### src/rtl/game_over_ctrl_if.sv
// Signal bundle between the game top level and the game-over sequencer.
// master = top level / arena side, slave = game_over_ctrl.
interface game_over_ctrl_if;
   logic        gameover;
   logic        start_btn;
   logic [9:0]  x;
   logic [9:0]  y;
   logic        freeze;
   logic        game_reset;
   logic        overlay_on;
   logic [11:0] overlay_rgb;
   logic [1:0]  state_dbg;

   // No valid/ready pairs: gameover and start_btn are levels sampled every clock,
   // x/y are sampled every clock and answered one clock later on overlay_on/overlay_rgb,
   // freeze/game_reset are continuous decodes of the sequencer state.
   modport master (
      output gameover, start_btn, x, y,
      input  freeze, game_reset, overlay_on, overlay_rgb, state_dbg
   );

   modport slave (
      input  gameover, start_btn, x, y,
      output freeze, game_reset, overlay_on, overlay_rgb, state_dbg
   );
endinterface

### src/rtl/game_over_ctrl.sv
// Game-over sequencer: freeze, red fade, blinking GAME OVER panel, wait for
// start, then a timed game_reset pulse before returning to play.
module game_over_ctrl #(
   parameter int FADE_CYCLES    = 100000000,
   parameter int BLINK_CYCLES   = 25000000,
   parameter int RESTART_CYCLES = 16
) (
   input  logic              clk,
   input  logic              reset,
   game_over_ctrl_if.slave   bus
);

   typedef enum logic [1:0] {
      PLAY    = 2'd0,
      DYING   = 2'd1,
      OVER    = 2'd2,
      RESTART = 2'd3
   } state_t;

   localparam logic [27:0] FADE_LAST    = 28'(FADE_CYCLES - 1);
   localparam logic [27:0] BLINK_LAST   = 28'(BLINK_CYCLES - 1);
   localparam logic [27:0] RESTART_LAST = 28'(RESTART_CYCLES - 1);
   localparam logic [27:0] FADE_Q1      = 28'(FADE_CYCLES / 4);
   localparam logic [27:0] FADE_Q2      = 28'((FADE_CYCLES / 4) * 2);
   localparam logic [27:0] FADE_Q3      = 28'((FADE_CYCLES / 4) * 3);

   state_t      state;
   logic [27:0] cnt;
   logic [27:0] blink_cnt;
   logic        blink_ph;
   logic        btn_s1;
   logic        btn_s2;
   logic        btn_prev;
   logic        start_pe;
   logic        overlay_on_q;
   logic [11:0] overlay_rgb_q;
   logic [3:0]  fade_red;
   logic        in_panel;

   assign start_pe = btn_s2 & ~btn_prev;

   // Threshold compares give cnt / (FADE_CYCLES/4) without a divider.
   always_comb begin
      fade_red = 4'h4;
      if (cnt < FADE_Q1)      fade_red = 4'hA;
      else if (cnt < FADE_Q2) fade_red = 4'h8;
      else if (cnt < FADE_Q3) fade_red = 4'h6;
   end

   assign in_panel = (bus.x > 10'd220) && (bus.x < 10'd420) &&
                     (bus.y > 10'd200) && (bus.y < 10'd280);

   always_ff @(posedge clk or negedge reset) begin
      if (!reset) begin
         state         <= PLAY;
         cnt           <= '0;
         blink_cnt     <= '0;
         blink_ph      <= 1'b1;
         btn_s1        <= 1'b0;
         btn_s2        <= 1'b0;
         btn_prev      <= 1'b0;
         overlay_on_q  <= 1'b0;
         overlay_rgb_q <= '0;
      end else begin
         btn_s1   <= bus.start_btn;
         btn_s2   <= btn_s1;
         btn_prev <= btn_s2;

         // Overlay is built from the pre-edge state, giving one clock of pixel latency.
         overlay_on_q  <= 1'b0;
         overlay_rgb_q <= '0;
         if (state == DYING) begin
            overlay_on_q  <= 1'b1;
            overlay_rgb_q <= {fade_red, 8'h00};
         end else if (state == OVER && in_panel) begin
            overlay_on_q  <= 1'b1;
            overlay_rgb_q <= blink_ph ? 12'hFFF : 12'h000;
         end

         case (state)
            PLAY: begin
               if (bus.gameover) begin
                  state <= DYING;
                  cnt   <= '0;
               end
            end
            DYING: begin
               if (cnt == FADE_LAST) begin
                  state     <= OVER;
                  cnt       <= '0;
                  blink_cnt <= '0;
                  blink_ph  <= 1'b1;
               end else begin
                  cnt <= cnt + 28'd1;
               end
            end
            OVER: begin
               if (start_pe) begin
                  state <= RESTART;
                  cnt   <= '0;
               end else if (blink_cnt == BLINK_LAST) begin
                  blink_cnt <= '0;
                  blink_ph  <= ~blink_ph;
               end else begin
                  blink_cnt <= blink_cnt + 28'd1;
               end
            end
            RESTART: begin
               if (cnt == RESTART_LAST) begin
                  state <= PLAY;
                  cnt   <= '0;
               end else begin
                  cnt <= cnt + 28'd1;
               end
            end
            default: begin
               state <= PLAY;
               cnt   <= '0;
            end
         endcase
      end
   end

   assign bus.freeze      = (state == DYING) || (state == OVER);
   assign bus.game_reset  = (state == RESTART);
   assign bus.overlay_on  = overlay_on_q;
   assign bus.overlay_rgb = overlay_rgb_q;
   assign bus.state_dbg   = state;

endmodule
### src/flat_wrapper.sv
// flat-port wrapper written by rule: the top's interface ports become plain ports
module game_over_ctrl_flat 
#(
   parameter int FADE_CYCLES    = 100000000,
   parameter int BLINK_CYCLES   = 25000000,
   parameter int RESTART_CYCLES = 16
)
  (clk, reset, bus_gameover, bus_start_btn, bus_x, bus_y, bus_freeze, bus_game_reset, bus_overlay_on, bus_overlay_rgb, bus_state_dbg);
  game_over_ctrl_if bus_i ();
  input  logic clk;
  input  logic reset;
  input wire logic [$bits(bus_i.gameover)-1:0] bus_gameover;
  input wire logic [$bits(bus_i.start_btn)-1:0] bus_start_btn;
  input wire logic [$bits(bus_i.x)-1:0] bus_x;
  input wire logic [$bits(bus_i.y)-1:0] bus_y;
  output wire logic [$bits(bus_i.freeze)-1:0] bus_freeze;
  output wire logic [$bits(bus_i.game_reset)-1:0] bus_game_reset;
  output wire logic [$bits(bus_i.overlay_on)-1:0] bus_overlay_on;
  output wire logic [$bits(bus_i.overlay_rgb)-1:0] bus_overlay_rgb;
  output wire logic [$bits(bus_i.state_dbg)-1:0] bus_state_dbg;
  assign bus_i.gameover = bus_gameover;
  assign bus_i.start_btn = bus_start_btn;
  assign bus_i.x = bus_x;
  assign bus_i.y = bus_y;
  assign bus_freeze = bus_i.freeze;
  assign bus_game_reset = bus_i.game_reset;
  assign bus_overlay_on = bus_i.overlay_on;
  assign bus_overlay_rgb = bus_i.overlay_rgb;
  assign bus_state_dbg = bus_i.state_dbg;
  game_over_ctrl #(.FADE_CYCLES(FADE_CYCLES), .BLINK_CYCLES(BLINK_CYCLES), .RESTART_CYCLES(RESTART_CYCLES)) u_core (.clk(clk), .reset(reset), .bus(bus_i));
endmodule
### config.mk
export PLATFORM = sky130hd
export DESIGN_NAME = game_over_ctrl_flat
export DESIGN_NICKNAME = d
export VERILOG_FILES = /design/src/rtl/game_over_ctrl_if.sv /design/src/rtl/game_over_ctrl.sv /design/src/flat_wrapper.sv
export SDC_FILE = /design/constraint.sdc
export NUM_CORES = 1
export LEC_CHECK = 0
export ABC_AREA = 1
export BUFFER_PORTS_ARGS = -buffer_cell sky130_fd_sc_hd__clkbuf_2
export CORE_MARGIN = 2
export CORE_UTILIZATION = 30
export CTS_CLUSTER_SIZE = 10
export DETAILED_ROUTE_END_ITERATION = 7
export SLEW_MARGIN = 20
export SYNTH_ARGS = -nofsm -noshare
export SYNTH_HDL_FRONTEND = slang
export SYNTH_SLANG_ARGS = --single-unit
### constraint.sdc
create_clock -name clk -period 2.38 [get_ports clk]
set_clock_uncertainty 0.05 [all_clocks]
set_input_delay 0.476 -clock clk [delete_from_list [all_inputs] [get_ports clk]]
set_output_delay 0.476 -clock clk [all_outputs]
set_load 0.1 [all_outputs]
=== Word-level counts from Yosys, hierarchy flattened ===
Cells that the tools add are included.
Widths: inputs -> output; s select.

* Reductions and logical operators: 11
* Multipliers: 0
* Equality and inequality tests: 12
* Div/mod/pow operators: 0
* Multiplexer cells: 26
* Magnitude comparators: 7
* Bitwise operators: 3
* Add/sub/neg operators: 2
* Shifts and indexed selects: 0

{| class="wikitable"
|+ Operators with widths
! operator !! number
|-
| $mux 28 || 7
|-
| $pmux 28 s4 || 1
|-
| $add 28x1->28 const B || 2
|-
| $pmux 28 s2 || 1
|-
| $mux 12 || 3
|-
| $eq 28x25->1 const B || 1
|-
| $eq 28x27->1 const B || 1
|-
| $eq 28x4->1 const B || 1
|-
| $lt 28x25->1 const B || 1
|-
| $lt 28x26->1 const B || 1
|-
| $lt 28x27->1 const B || 1
|-
| $gt 10x8->1 const B || 2
|-
| $lt 10x9->1 const B || 2
|-
| $mux 2 || 5
|-
| $mux 4 || 2
|-
| $ne 2x2->1 const B || 4
|-
| $pmux 2 s4 || 1
|-
| $reduce_and 4->1 || 2
|-
| $mux 1 || 5
|-
| $eq 2x2->1 const B || 2
|-
| $logic_and 1x1->1 || 4
|-
| $ne 2x1->1 const B || 2
|-
| $reduce_and 3->1 || 1
|-
| $eq 2x1->1 const B || 1
|-
| 7 further kinds || 8
|}

* Latch bits: 0
* Bits in registers: 75
* Memory bits (read-only): 0
* Bits in writable memories: 0
* Memories: 0
* Input bits: 24

=== Depth between registers and ports, before layout ===
* Word-level depth: 7
* Mapped depth: 12
* Mapped depth without buffers: 12

=== Least setup slack after synthesis ===
No wires, ideal clock.

* Path type: register to register
* Start: register u_core.state[1], in the netlist u_core.bus.state_dbg[1]
* End: register u_core.cnt[20]
* Data arrival time: 2.711 ns
* Setup time: 0.074 ns
* Cell stages (with the launch flop): 6
* Period minus slack after synthesis: 2.834 ns
* Slack: -0.454 ns
* Path through: dfrtp_1 -> ha_1 -> nand2_1 -> nand3_2 -> clkinv_1 -> nor2_1

{| class="wikitable"
|+ RTL lines
! what !! line !! source
|-
| from (decl) || game_over_ctrl.sv:27 || <nowiki>state_t state;</nowiki>
|-
| from (signal assigned) || game_over_ctrl.sv:55 || <nowiki>state <= PLAY;</nowiki>
|-
| from (signal assigned) || game_over_ctrl.sv:83 || <nowiki>state <= DYING;</nowiki>
|-
| from (signal assigned) || game_over_ctrl.sv:89 || <nowiki>state <= OVER;</nowiki>
|-
| $eq 2x2->1 || -- ||
|-
| named net bus_game_reset || flat_wrapper.sv:17 || <nowiki>output wire logic [$bits(bus_i.game_reset)-1:0] bus_game_reset;</nowiki>
|-
| $pmux 28 s4 || game_over_ctrl.sv:80 || <nowiki>case (state)</nowiki>
|-
| to (signal assigned) || game_over_ctrl.sv:94 || <nowiki>cnt <= cnt + 28'd1;</nowiki>
|-
| to (signal assigned) || game_over_ctrl.sv:113 || <nowiki>cnt <= cnt + 28'd1;</nowiki>
|-
| to (decl) || game_over_ctrl.sv:28 || <nowiki>logic [27:0] cnt;</nowiki>
|}

The timed path passes the listed nets, and every way through them passes these cells.
A chain may end at the register's enable or synchronous reset.

=== Worst setup path in the final report ===
* Start: register u_core.state[1], in the netlist u_core.bus.state_dbg[1]
* End: output bus_freeze

* Cells in the longest elaborated chain, start to end: 2

{| class="wikitable"
|+ RTL lines
! what !! line !! source
|-
| $eq 2x1->1 or $eq 2x2->1 (tied branches) || game_over_ctrl.sv:124 || <nowiki>assign bus.freeze = (state == DYING) || (state == OVER);</nowiki>
|-
| $logic_or 1x1->1 * || game_over_ctrl.sv:124 ||
|-
| to (decl) || flat_wrapper.sv:16 || <nowiki>output wire logic [$bits(bus_i.freeze)-1:0] bus_freeze;</nowiki>
|}

Every way passes the cells marked *; elsewhere a longest branch is shown, timed or not.

==> results.json <==
{
  "synth_cell_type_count": 40,
  "powerDensity_nw_per_um2": 797.8,
  "status": "finished clean",
  "fin_area_sq_um": 5689,
  "post_drt_wl_per_cell_um": 12.08,
  "cp-end-kind": "output pin",
  "syn_inst": 781,
  "synth_edf_count": 0,
  "dpl.cell_count": 1023,
  "io_pins": 41,
  "post_cts_buffers": 0,
  "grt_usage": 0.1510,
  "clk_pin_slew_ps": 60,
  "dp_hpwl_um": 9537,
  "coreArea_sq_um": 16470,
  "hold_class": "primary input to asynchronous set/reset pin",
  "max_freq_ghz": 0.4621,
  "rows": 47,
  "drive_gt1_frac": 0.1209,
  "ys_ff_latch": 67,
  "cts-resized-gates": 0,
  "ir_drop_mv": 0.6971,
  "grt_antenna_before_repair": 0,
  "n_antenna_cell": 0,
  "hold_viol": 0,
  "start_util": 0.3053,
  "path_class": "flop to output pin",
  "critical_path.max_fanout": 5,
  "viasPerCell": 4.634,
  "h-tree-depth": 3,
  "place_congestion": 0.9312,
  "max_cap_violations": 0,
  "ys.flop_type": "dfrtp_1",
  "max-clock-path-buffers": 2,
  "crit_path_max_incr_delay_ps": 460,
  "postSynthAreaPerCell_sq_um": 6.437,
  "r2r_cells": 11,
  "worstMarginPinSlew_ps": 635.0,
  "critPathLaunchType": "flop",
  "slew_headroom": 0.5734,
  "gr-total-overflow": 0,
  "power_leakage_nw": 2.665,
  "required_ps": 1850,
  "fillers": 1825,
  "cts_buffers": 9,
  "arrival_ps": 1640,
  "cts_root_buf": "clkbuf_16",
  "pre_cts_ws_ps": 354.3,
  "cts_tree": "done",
  "clk_latency_ps": 350,
  "grt_setup_unrepaired": "false",
  "fin_crit_ps": 2164,
  "slowest_stage": "clkbuf_2",
  "synth-warning-count": 0,
  "synth-async-reset-ratio": 1.000,
  "io_buffers": 40,
  "fin_cells": 1039,
  "initialDrtViolationCount": 363,
  "syn_to_final_growth_pct": 13.17,
  "synth_nets": 811,
  "dieArea_sq_um": 17810,
  "wl_um": 12560,
  "grt_pass1_wl_um": 21660,
  "ant_nets": 0,
  "ctsHoldBuffers": 0,
  "dr.pass1.iters": 5,
  "syn_area_sq_um": 5027,
  "finalNetCount": 844,
  "ys_seq_area_frac": 0.3337,
  "grt_max_degree": 44,
  "clock-sinks": 67,
  "slew_viol_final": 0,
  "placed_cell_area_sq_um": 5400,
  "drcViolationCount": 0,
  "utilization": 0.3455,
  "routed-via-count": 4815,
  "post-route-period-util": 0.9093,
  "die_w_um": 133.5,
  "finalSetupViolations": 0,
  "worstPathCellList": "inv_1 > ha_2 > clkbuf_2",
  "layout_setup_ws_ps": 215.9,
  "tns_ps": 0,
  "grt_pass1_vias": 4410,
  "die_y_um": 133.5
}
[cell type report]
cell class              count  area, sq um  area share
clock buffers              14        254.0     0.04464
clock inverters             2        35.03    0.006158
inverters                  84        320.3     0.05630
multi-input cells         604         2849      0.5008
flip-flops and latches     67         1680      0.2954
well taps                 220        275.3     0.04838
repair buffers             48        275.3     0.04838
[registers in the layout, indices dropped and copies added (netlist names)]
name                    flops
u_core.btn_s2               1
u_core.btn_s1               1
u_core.btn_prev             1
u_core.bus.overlay_rgb      4
u_core.blink_cnt           28
u_core.cnt                 28
u_core.blink_ph             1
u_core.bus.state_dbg        2
u_core.bus.overlay_on       1
[worst max-delay path, delay by kind of cell (launching register included)]
kind / cells / cell delay (ps)
DFF: 1 / 400
buffers and inverters: 2 / 540
adders and majority gates: 1 / 350
[metrics by stage]
stage          hold WS [ps]  total power [mW]
2_1_floorplan         130.4             2.972
3_3_place_gp          283.0             3.236
3_5_place_dp          286.4             3.243
4_1_cts               47.22             4.600
5_1_grt               67.33             4.829
6_report              33.22             4.539
[power breakdown]
group	total (mW)	switching, mW	leakage [nW]	internal (mW)
combinational	1.89	1.52	1.61	0.377
sequential	1.31	0.0777	0.914	1.24
clock	1.33	0.492	0.141	0.839
[layout by cell type (no fill, tap or decap), drive strengths merged, types with 11 or more instances in the layout]
cell,Yosys,routed
clkbuf,2,53
dfrtp,66,66
inv,82,82
nand2,265,265
nand3,87,87
nand4,17,17
nor2,148,148
nor3,11,11
o21ai,30,30
xor2,20,20
[routing by layer]
| layer | GRT usage | share of wire | wire (um) | vias to the layer above |
|---|---|---|---|---|
| met1 | 0.2203 | 0.51 | 6384 | 2153 |
| met5 | 0 | 0 | 0 | - |
| met2 | 0.2185 | 0.41 | 5202 | 121 |
| li1 | - | - | - | 2523 |
| met3 | 0.02511 | 0.056 | 702 | 18 |
| met4 | 0.06678 | 0.021 | 265 | 0 |
[cells in the mapped netlist, drive strengths merged (5+ instances only)]
cell type / number / share of area
nor2: 148 / 0.12
dfrtp: 66 / 0.33
buf: 24 / 0.035
nand3: 87 / 0.089
inv: 82 / 0.061
nor3: 11 / 0.011
o21ai: 30 / 0.037
nand2: 265 / 0.21
xor2: 20 / 0.035
nand4: 17 / 0.021
nand3b: 5 / 0.0075
ha: 6 / 0.015
[cell families (layout without fill, tap and decap cells)]
| group | after synthesis | count (layout) | synth area share |
|---|---|---|---|
| XOR/XNOR | 21 | 21 | 0.03659 |
| AO/OA/AOI/OAI | 41 | 41 | 0.05550 |
| AND/OR/NAND/NOR | 536 | 536 | 0.4587 |
| buffers and inverters | 110 | 148 | 0.1005 |
| flip-flops | 67 | 67 | 0.3337 |
| adder cells (fa/ha/maj) | 6 | 6 | 0.01493 |
[path summary, 6_finish.rpt]
| check | slack [ps] | endpoint | from |
|---|---|---|---|
| hold / removal | 30 | u_core.cnt[3] | reset |
| min in group clk | 180 | u_core.btn_s1 | bus_start_btn |
| max in group asynchronous | 1660 | u_core.cnt[20] | reset |
| setup / recovery | 220 | bus_freeze | u_core.bus.state_dbg[1] |
| setup reg to reg | 390 | u_core.blink_ph | u_core.blink_cnt[0] |
| hold reg to reg | 300 | u_core.btn_s2 | u_core.btn_s1 |
Power figures use the tool's default switching activity.
